==> config.mk <==
export PLATFORM = sky130hd
export DESIGN_NAME = matrix_tile_sequencer
export DESIGN_NICKNAME = d
export VERILOG_FILES = /design/src/rtl/matrix_tile_sequencer.sv
export SDC_FILE = /design/constraint.sdc
export NUM_CORES = 1
export LEC_CHECK = 0
export BUFFER_PORTS_ARGS = -buffer_cell sky130_fd_sc_hd__buf_2
export CORE_UTILIZATION = 55
export DETAILED_ROUTE_END_ITERATION = 10
export GPL_TIMING_DRIVEN = 0
export PLACE_DENSITY = 0.77
export RECOVER_POWER = 50
export SETUP_SLACK_MARGIN = 0.05
export SYNTH_ARGS = -nofsm -noshare
export SYNTH_HDL_FRONTEND = slang
export SYNTH_SLANG_ARGS = --single-unit
==> constraint.sdc <==
create_clock -name clk -period 5 [get_ports clk]
set_clock_uncertainty 0.1 [all_clocks]
set_input_delay 1.25 -clock clk [delete_from_list [all_inputs] [get_ports clk]]
set_output_delay 1.25 -clock clk [all_outputs]
set_load 0.005 [all_outputs]
==> src/rtl/matrix_tile_sequencer.sv <==
// Matrix tile sequencer: walks the A/B tile grid, issues operand reads to the
// MAC array and steers the returning result beats to output addresses.
module matrix_tile_sequencer #(
   parameter int ROW_SIZE        = 8,
   parameter int COLUMN_SIZE     = 8,
   parameter int CTRL_N_LEN      = 12,
   parameter int ADDR_A_LEN      = 12,
   parameter int ADDR_B_LEN      = 12,
   parameter int ADDR_OUTPUT_LEN = 12,
   parameter int BRAM_DELAY      = 1,
   parameter int MAX_OUTSTANDING = 4
) (
   input  logic                       clk,
   input  logic                       rst,
   input  logic                       cmd_valid,
   output logic                       cmd_ready,
   input  logic [ADDR_A_LEN-1:0]      cmd_a_size,
   input  logic [ADDR_B_LEN-1:0]      cmd_b_size,
   input  logic [CTRL_N_LEN-1:0]      cmd_n_size,
   input  logic                       cmd_acc,
   output logic [ADDR_A_LEN-1:0]      a_addr,
   output logic [ADDR_B_LEN-1:0]      b_addr,
   output logic                       rd_en,
   output logic                       mac_start,
   output logic [CTRL_N_LEN-1:0]      mac_num,
   input  logic                       res_valid,
   output logic [ADDR_OUTPUT_LEN-1:0] output_addr,
   output logic                       output_we,
   output logic                       output_acc,
   output logic                       done,
   output logic                       err
);

   typedef enum logic [1:0] {IDLE = 2'd0, ISSUE = 2'd1, DRAIN = 2'd2} state_t;

   localparam int BW  = (COLUMN_SIZE > 1) ? $clog2(COLUMN_SIZE) : 1;
   localparam int PW  = (MAX_OUTSTANDING > 1) ? $clog2(MAX_OUTSTANDING) : 1;
   localparam int OCW = PW + 1;
   localparam int CSH = $clog2(COLUMN_SIZE);
   localparam int OW  = ADDR_OUTPUT_LEN;

   // The row count only sizes the MAC datapath; the sequencer itself is row-agnostic.
   if (ROW_SIZE < 1) begin : g_no_rows
   end

   state_t                state;
   logic [ADDR_A_LEN-1:0] a_len, ai;
   logic [ADDR_B_LEN-1:0] b_len, bi;
   logic [CTRL_N_LEN-1:0] n_len, k;
   logic                  acc, all_issued;
   logic [OW-1:0]         row_base, beat_off;
   logic [OCW-1:0]        outstanding;
   logic [PW-1:0]         wr_ptr, rd_ptr;
   logic [BW-1:0]         beat;
   logic [OW-1:0]         fifo_mem [MAX_OUTSTANDING];
   logic [BRAM_DELAY-1:0] mac_dly;
   logic                  res_ok, last_beat, tile_end, space, start, zero_cmd;

   assign res_ok      = res_valid && (outstanding != '0);
   assign last_beat   = res_ok && (beat == BW'(COLUMN_SIZE - 1));
   assign tile_end    = !rd_en || (k == n_len - CTRL_N_LEN'(1));
   // A completing tile frees its slot in the same cycle a new one may claim it.
   assign space       = (outstanding != OCW'(MAX_OUTSTANDING)) || last_beat;
   assign start       = (state == ISSUE) && tile_end && !all_issued && space;
   assign zero_cmd    = (cmd_a_size == '0) || (cmd_b_size == '0) || (cmd_n_size == '0);

   assign cmd_ready   = (state == IDLE);
   assign output_we   = res_ok;
   assign output_addr = res_ok ? (fifo_mem[rd_ptr] + beat_off) : '0;
   assign output_acc  = acc;
   assign mac_start   = mac_dly[BRAM_DELAY-1];
   assign mac_num     = n_len;

   // Output-base FIFO storage; entries are only consumed while tiles are outstanding.
   always_ff @(posedge clk) begin
      if (start) fifo_mem[wr_ptr] <= row_base + OW'(bi);
   end

   // Command FSM, read address generation, outstanding tracking and beat steering.
   always_ff @(posedge clk or posedge rst) begin
      if (rst) begin
         state       <= IDLE;
         a_len       <= '0;
         b_len       <= '0;
         n_len       <= '0;
         acc         <= 1'b0;
         ai          <= '0;
         bi          <= '0;
         k           <= '0;
         all_issued  <= 1'b0;
         row_base    <= '0;
         rd_en       <= 1'b0;
         a_addr      <= '0;
         b_addr      <= '0;
         mac_dly     <= '0;
         outstanding <= '0;
         wr_ptr      <= '0;
         rd_ptr      <= '0;
         beat        <= '0;
         beat_off    <= '0;
         done        <= 1'b0;
         err         <= 1'b0;
      end else begin
         done <= 1'b0;

         if (res_valid && (outstanding == '0)) err <= 1'b1;
         else if (cmd_valid && (state == IDLE)) err <= 1'b0;

         if (start && !last_beat) outstanding <= outstanding + OCW'(1);
         else if (!start && last_beat) outstanding <= outstanding - OCW'(1);

         if (last_beat) begin
            beat     <= '0;
            beat_off <= '0;
            rd_ptr   <= rd_ptr + PW'(1);
         end else if (res_ok) begin
            beat     <= beat + BW'(1);
            beat_off <= beat_off + OW'(b_len);
         end

         mac_dly[0] <= rd_en && (k == '0);
         for (int i = 1; i < BRAM_DELAY; i++) mac_dly[i] <= mac_dly[i-1];

         case (state)
            IDLE: begin
               rd_en <= 1'b0;
               if (cmd_valid) begin
                  a_len      <= cmd_a_size;
                  b_len      <= cmd_b_size;
                  n_len      <= cmd_n_size;
                  acc        <= cmd_acc;
                  ai         <= '0;
                  bi         <= '0;
                  k          <= '0;
                  row_base   <= '0;
                  all_issued <= 1'b0;
                  state      <= zero_cmd ? DRAIN : ISSUE;
               end
            end
            ISSUE: begin
               if (!tile_end) begin
                  a_addr <= a_addr + a_len;
                  b_addr <= b_addr + b_len;
                  k      <= k + CTRL_N_LEN'(1);
               end else if (all_issued) begin
                  rd_en <= 1'b0;
                  state <= DRAIN;
               end else if (space) begin
                  rd_en  <= 1'b1;
                  a_addr <= ai;
                  b_addr <= bi;
                  k      <= '0;
                  wr_ptr <= wr_ptr + PW'(1);
                  if (bi == b_len - ADDR_B_LEN'(1)) begin
                     bi       <= '0;
                     row_base <= row_base + (OW'(b_len) << CSH);
                     if (ai == a_len - ADDR_A_LEN'(1)) all_issued <= 1'b1;
                     else ai <= ai + ADDR_A_LEN'(1);
                  end else begin
                     bi <= bi + ADDR_B_LEN'(1);
                  end
               end else begin
                  rd_en <= 1'b0;
               end
            end
            DRAIN: begin
               rd_en <= 1'b0;
               if (outstanding == '0) begin
                  done  <= 1'b1;
                  state <= IDLE;
               end
            end
            default: begin
               rd_en <= 1'b0;
               state <= IDLE;
            end
         endcase
      end
   end

endmodule

Word level (Yosys, flattened, before mapping)
Memory sizes are Yosys's and may differ from the RTL's.
Index checks and enable logic that the tools add are counted.
{"block": "totals", "inputBits": 41, "reg_bits": 138, "wordCells": 154, "mem_bits_rw": 48, "out_inout_bits": 55, "n_memories": 1}
{"block": "op_classes", "mux": 57, "bitwise": 1, "n_eq_ne": 19, "n_reduce_logical": 38, "n_addsub": 17}
{"name": "fifo_mem", "words": 4, "width": 12, "rd": 1, "rd_ports_with_merged_regs": 0, "write_ports": 1, "line": "55", "rtl": "logic [OW-1:0] fifo_mem [MAX_OUTSTANDING];"}
{"op": "12-bit two-way mux", "count": 26}
{"op": "12-bit case mux with 2 select lines", "count": 4}
{"op": "12-bit adder", "count": 6}
{"op": "12-bit logical NOT", "count": 4}
{"op": "12-bit by 1-bit adder with 12-bit output (second input constant)", "count": 3}
{"op": "12-bit == test", "count": 3}
{"op": "12-bit by 1-bit subtractor with 12-bit output (second input constant)", "count": 3}
{"op": "1-bit two-way mux", "count": 16}
{"op": "2-bit != test (second input constant)", "count": 8}
{"op": "3-bit two-way mux", "count": 4}
{"op": "4-bit AND reduction", "count": 3}
{"op": "1-bit logical AND", "count": 10}
{"op": "2-bit two-way mux", "count": 5}
{"op": "3-bit != test (second input constant)", "count": 3}
{"op": "2-bit nonzero test", "count": 4}
{"op": "7-bit AND reduction", "count": 1}
{"op": "3-bit by 1-bit adder with 3-bit output (second input constant)", "count": 2}
{"op": "2-bit case mux with 3 select lines", "count": 1}
{"op": "3-bit AND reduction", "count": 2}
{"op": "6-bit AND reduction", "count": 1}
{"op": "5-bit AND reduction", "count": 1}
{"op": "2-bit by 1-bit adder with 2-bit output (second input constant)", "count": 2}
{"op": "1-bit logical NOT", "count": 4}
{"op": "1-bit logical OR", "count": 4}
{"op": "other kinds (11)", "count": 12}

Logic depth before layout (Yosys ltp)
Gate-level depths: netlist of the first run.
{"block": "logic_depth", "ltp_word": 10, "mapped_depth": 14, "depth_no_buf": 14}

Worst setup path before layout of the first run
No wires, ideal clock.
{"block": "synth_timing", "kind": "flip-flop to output port", "from": "register rd_ptr[0]", "to": "output port output_addr[10]", "path_buffers": 2, "path_stages_with_launch": 12, "required_time_ns": 3.650, "t_arrival_ns": 3.026, "slack_ns": 0.624, "path_cell_list": "dfrtp_1 > clkbuf_1 > buf_1 > mux4_2 > ha_1 > a21o_1 > a21o_1 > a21oi_1 > o21a_1 > o21ai_0 > xnor2_1 > nor2_1"}
{"block": "synth_between", "elab_chain_cells": 3}
{"item": "start: declaration", "line": "53", "rtl": "logic [PW-1:0] wr_ptr, rd_ptr;"}
{"item": "start signal: assignment", "line": "115", "rtl": "rd_ptr <= rd_ptr + PW'(1);"}
{"item": "memory 4 x 12 bit"}
{"item": "12-bit adder", "line": "69", "rtl": "assign output_addr = res_ok ? (fifo_mem[rd_ptr] + beat_off) : '0;"}
{"item": "12-bit two-way mux", "line": "69"}
{"item": "end: declaration", "line": "27", "rtl": "output logic [ADDR_OUTPUT_LEN-1:0] output_addr,"}
No other way between the ends.

Worst setup path after layout of the first run
Ends and elaborated chain as after synthesis.

==> results of run 1 <==
-- worst max path at each step --
| stage | slack, ns | endpoint | start |
|---|---|---|---|
| 6_report | 0.21 | output_addr[10] | rd_ptr[0] |
| 5_1_grt | 0.06 | output_addr[10] | rd_ptr[0] |
| 4_1_cts | 0.06 | output_addr[10] | rd_ptr[0] |
| 3_5_place_dp | 0.004 | output_addr[10] | rd_ptr[0] |
| 3_3_place_gp | 0.07 | output_addr[10] | rd_ptr[0] |
| 2_1_floorplan | 0.62 | output_addr[10] | rd_ptr[0] |
-- routing by layer --
metal	track usage [%]	wire length, µm	part of all wire (%)
met5	0	0	0
met2	46.3	14400	45
met3	4.54	2420	7.5
met1	42.9	14400	45
met4	11.5	894	2.8
-- critical path, cell delays in order (launching register included) --
cell     delay, ns
dfrtp_2       0.41
mux4_2        0.53
ha_1          0.24
fa_1          0.41
a21o_1        0.19
a21o_1        0.20
a21o_1        0.19
a21oi_2       0.18
o21a_1        0.19
o21ai_0       0.12
xnor2_1       0.13
nor2_1        0.08
buf_2         0.12
-- power groups by stage --
| stage | Combinational, µW | Clock, µW | Sequential, µW |
|---|---|---|---|
| after floorplan | 3720 | 0 | 2420 |
| after global placement | 4840 | 0 | 2620 |
| after detailed placement | 4990 | 0 | 2640 |
| after CTS | 5020 | 1300 | 2630 |
| after global routing | 5630 | 1360 | 2680 |
| final | 5100 | 1300 | 2640 |
-- synth_stat cells, types with 5 or more instances --
cell type	instances	area (µm²)
o21bai_1	6	45.0
nand2_1	192	721
or3_1	18	113
a211oi_1	7	52.6
inv_1	48	180
nor2b_1	15	93.8
ha_1	74	926
nand4_1	10	62.6
o21a_1	5	37.5
a21o_1	17	128
o21ai_0	68	340
dfrtp_1	135	3380
and2_1	6	37.5
a21oi_1	49	245
xor2_1	34	298
mux4_2	12	270
a21boi_0	5	37.5
nor4_1	23	144
and3_1	12	75.1
a31oi_1	7	43.8
a22oi_1	7	52.6
nand3_1	28	140
o31ai_1	15	113
nand2b_1	11	68.8
edfxtp_1	48	1440
o41ai_1	15	131
xnor2_1	58	508
or4_1	16	120
o211ai_1	11	82.6
nor3_1	30	150
o21ai_1	15	75.1
buf_1	5	18.8
nor2_1	73	274
fa_1	6	120
clkbuf_1	38	143
buf_2	12	60.1
mux2i_1	25	250
-- final cells by class --
cell class                 count  area, µm²
fill                        1723       7460
multi-input combinational    947       6460
sequential                   183       4820
timing repair buffer         100        519
clock buffer                  18        429
tap                          270        338
buffer                        56        239
inverter                      48        181
clock inverter                14        114
-- cell families (layout without fill, tap and decap cells) --
group | after synthesis | after routing | share of synthesized area [%]
simple gates | 466 | 466 | 19.5
xor+xnor | 92 | 92 | 6.89
fa+ha+maj | 81 | 81 | 9.03
flops | 183 | 183 | 41.2
compound gates | 268 | 268 | 15.1
mux | 40 | 40 | 4.74
buf+inv | 105 | 236 | 3.59
-- through the flow --
stage | instance area (µm²) | instances
global route | 13100 | 1636
global placement | 12500 | 1600
CTS | 13100 | 1634
finish | 13100 | 1636
floorplan | 11700 | 1235
detailed placement | 12600 | 1603
-- flip-flops by register name, indices dropped and copies added (netlist names) --
signal and count:
all_issued 1, err 1, mac_num 12, bi 12
k 12, fifo_mem 48, b_addr 12, beat_off 12
beat 3, b_len 12, mac_start 1, rd_en 1
outstanding 3, row_base 9, a_addr 12, wr_ptr 2
done 1, output_acc 1, state 2, a_len 12
rd_ptr 2, ai 12
-- what timing repair did --
action                     CTS  global route
hold buffers                 0             0
setup endpoints to repair    6             2
pin swaps                    0             0
buffers inserted             0             2
resized for setup            6             1
==> flow_metrics.tcl, run 1 <==
set metrics [dict create \
    status "finished with violations" \
    violations "capacitance limit, slew limit" \
    grt_antenna_before_repair 0 \
    swShare_pct 46.8 \
    cts_tree "built" \
    cts_buffer_depth 2 \
    grt_setup_unrepaired "no" \
    rows 52 \
    cap_violations 1 \
    die_h_um 148 \
    routed_wl_um 32200 \
    internal_power_uw 4800 \
    wl_per_cell_um 19.7 \
    clock_sinks 183 \
    p_switching_uw 4230 \
    grt_pass1_wl_um 50400 \
    grt_max_degree 42 \
    relSlewSlack_pct -56.0 \
    hold_viol_final 0 \
    cts-root-buf "clkbuf_16" \
    first_global_vias 9361 \
    drc 0 \
    seq_power_share_pct 29.2 \
    power.total_uw 9030 \
    grtUsageTotal_pct 30.1 \
    synth_nets 1356 \
    die_w_um 148 \
    clkLatencyLatePin_ns 0.45 \
    holdWs_ns 0.394 \
    drtIter0Drc 1042 \
    holdPathStages 2 \
    worst_pin_slew_ns 2.34 \
    antenna_left 0 \
    synth_flop_cell "dfrtp_1" \
    r2r-end "outstanding[2]" \
    clockPowerShare_pct 14.3 \
    gp_congestion 0.964 \
    ys_ff_latch 183 \
    initial_core_util_pct 56.9 \
    fmax_mhz 209 \
    core_um2 20600 \
    dieArea_um2 21900 \
    maxSlewViolCount 39 \
    setup_viol 0 \
    synth_edf_count 48 \
    synth_cell_types 77 \
    syn_area_per_cell_um2 9.47 \
    r2r-start "mac_num[3]" \
    cp-start-kind "flip-flop" \
    yosysWarningCount 0 \
    ir_worst_vdd_mv 0.316 \
    n_antenna_cell 0 \
    ys_seq_area_share_pct 41.2 \
    areaGrowthSynthToFinish_pct 12.0 \
    criticalPathCategory "flip-flop to primary output" \
    dp_hpwl_um 23600 \
    period_minus_slack_ns 4.79 \
    cp-end-kind "primary output" \
    whs_endpoint "output_acc" \
    fin_ws_ns 0.211 \
    vias 10166 \
    cp_max_fo 4 \
    netlist_area_um2 11700 \
    numCtsBuffers 17 \
    ioPinCount 96 \
    worstPathArrival_ns 3.44 \
    overflow 0 \
    dpl_worst_slack_ns 0.00368 \
    min_period_over_period_pct 95.8 \
    utilization_pct 63.7 \
    hold_class "flip-flop to flip-flop" \
    rrSetupSlack_ns 0.82 \
    async_reset_ff_share_pct 73.8 \
    critPathRequiredTime_ns 3.65 \
    nNetsFinal 1474 \
    r2r.worst_path.cells 13 \
    htreeDepth 4 \
    min_from "output_acc" \
    pwr-share-comb_pct 56.5 \
    numPortBuffers 95 \
    drtPass1Iterations 5 \
    power.leakage_uw 0.00580 \
    final_common_cell "nand2_1" \
    syn_inst 1235 \
    tns_ns 0 \
    powerDensity_nw_per_um2 689 \
    clkTransAtPathRegs_ns 0.07 \
    final_cell_mix "nand2_1 (192), dfrtp_1 (134), buf_2 (97)" \
    vias_per_cell 6.21 \
    drive_above_1_share_pct 12.1 \
]
Note: power is estimated with default switching activity, not from simulation.
==> run 2, diff against run 1 <==
- GPL_TIMING_DRIVEN: 0 -> unset
==> flow_metrics.tcl, run 2 (synthesized netlist as in run 1, its figures left out) <==
set metrics [dict create \
    numPortBuffers 95 \
    overflow 0 \
    antenna_left 0 \
    core_um2 20600 \
    drtPass1Iterations 5 \
    drc 0 \
    min_period_over_period_pct 95.4 \
    ioPinCount 96 \
    cts_buffer_depth 2 \
    r2r-start "b_len[1]" \
    fillers 1660 \
    worstPathArrival_ns 3.42 \
    critical_path.max_stage_delay_ns 0.51 \
    top_register "fifo_mem" \
    cp-end-kind "primary output" \
    multi_input_area_um2 6470 \
    cts_tree "built" \
    fmax_mhz 210 \
    routed_wl_um 29500 \
    final_area_um2 13000 \
    maxSlewViolCount 188 \
    status "finished with violations" \
    holdWs_ns 0.397 \
    hold_class "flip-flop to flip-flop" \
    critPathSlowestCell "mux4_2" \
    post_cts_buffers 0 \
    largest_reg_flops 48 \
    cp_num_buf_inv 1 \
    startpoint "rd_ptr[0]" \
    relSlewSlack_pct -127 \
    gp_congestion 0.898 \
    htreeDepth 4 \
    criticalPathCategory "flip-flop to primary output" \
    setup_viol 0 \
    cp_cell_sequence "mux4_2, ha_1, fa_1, a21o_1, a21o_1, a21o_1, a21oi_2, o21a_1, o21ai_0, xnor2_1, nor2_1, buf_2" \
    grt_setup_unrepaired "no" \
    worst_pin_slew_ns 3.41 \
    wl_per_cell_um 18.6 \
    placed_area_um2 12400 \
    rows 52 \
    rrSetupSlack_ns 1.18 \
    cp_max_fo 3 \
    powerDensity_nw_per_um2 691 \
    die_w_um 148 \
    cp.depth 12 \
    cts_hold_buf 0 \
    final_common_cell "nand2_1" \
    drive_above_1_share_pct 12.1 \
    vias_per_cell 6.06 \
    numCtsBuffers 17 \
    ir_worst_vdd_mv 0.331 \
    areaGrowthSynthToFinish_pct 11.0 \
    tns_ns 0 \
    cts_resized 0 \
    period_minus_slack_ns 4.77 \
    initial_core_util_pct 56.9 \
    violations "capacitance limit, slew limit" \
    first_global_vias 9381 \
    grtUsageTotal_pct 28.6 \
    hold_viol_final 0 \
    clkTransAtPathRegs_ns 0.07 \
    cpLargestDelayFamily "compound AO/OA/AOI/OAI gates" \
    grt_max_degree 136 \
    critPathRequiredTime_ns 3.65 \
    grt_antenna_before_repair 0 \
    clock_sinks 183 \
    cts-root-buf "clkbuf_16" \
    drtIter0Drc 760 \
    dpl_worst_slack_ns 0.610 \
    r2r-end "ai[10]" \
    cap_violations 2 \
    power.leakage_uw 0.00576 \
    clkLatencyLatePin_ns 0.44 \
    endpoint "output_addr[10]" \
    cp_common_cell "a21o_1" \
    nNetsFinal 1426 \
    grt_pass1_wl_um 48700 \
    r2r.worst_path.cells 10 \
    dp_hpwl_um 21100 \
    regArea_um2 4820 \
    n_antenna_cell 0 \
    fin_ws_ns 0.230 \
    dieArea_um2 21900 \
    die_h_um 148 \
    final_cell_mix "nand2_1 (192), dfrtp_1 (135), buf_2 (83)" \
    cp-start-kind "flip-flop" \
    vias 9617 \
]
-- run 2: cell count changes in the layout (fill, tap and decap cells not counted), moves of 2 or more --
cell,before,now
inv_8,2,4
buf_1,3,1
inv_1,49,47
buf_4,3,10
clkbuf_1,51,13
buf_2,97,83
bufinv_16,0,3
buf_12,2,0
-- run 2: worst min-delay path: cells and delay by family (launching register included) --
family,cells,cell delay (ns)
DFF,1,0.36
and+or+nand+nor,2,0.10
-- run 2: power breakdown --
part	switching, µW	total [µW]	leakage, µW	internal, µW
logic	2730	4810	0.00326	2080
registers	659	2700	0.00219	2040
clock network	658	1470	0.000308	812
total	4050	8970	0.00576	4920
-- run 2: layout make-up --
| cell class | count | area share [%] |
|---|---|---|
| timing repair buffer | 108 | 4.22 |
| sequential | 183 | 37.1 |
| clock buffer | 17 | 3.27 |
| clock inverter | 15 | 1.57 |
| inverter | 48 | 1.40 |
| tap | 270 | 2.60 |
| multi-input combinational | 947 | 49.8 |
-- run 2: through the flow --
step           total power [µW]  std cells  utilization, %
3_3_place_gp               7300       1556            60.3
4_1_cts                    8960       1588            63.4
2_1_floorplan              6140       1235               -
3_5_place_dp               7460       1556            60.3
6_report                   8970       1588            63.2
5_1_grt                    9710       1588            63.2
-- run 2: worst min-delay path by stage --
stage                from    endpoint  depth (start not counted)
6_report       output_acc  output_acc                          2
5_1_grt        output_acc  output_acc                          2
4_1_cts           beat[2]     beat[2]                          2
3_5_place_dp   output_acc  output_acc                          2
3_3_place_gp   output_acc  output_acc                          2
2_1_floorplan     beat[1]     beat[1]                          2
-- run 2: routing by layer --
metal | GRT usage, % | up-vias | share of wire (%)
met5 | 0 | - | 0
met3 | 5.49 | 50 | 7.3
met1 | 39.9 | 4589 | 45
li1 | - | 4636 | -
met2 | 44.5 | 342 | 46
met4 | 10.1 | 0 | 2.3
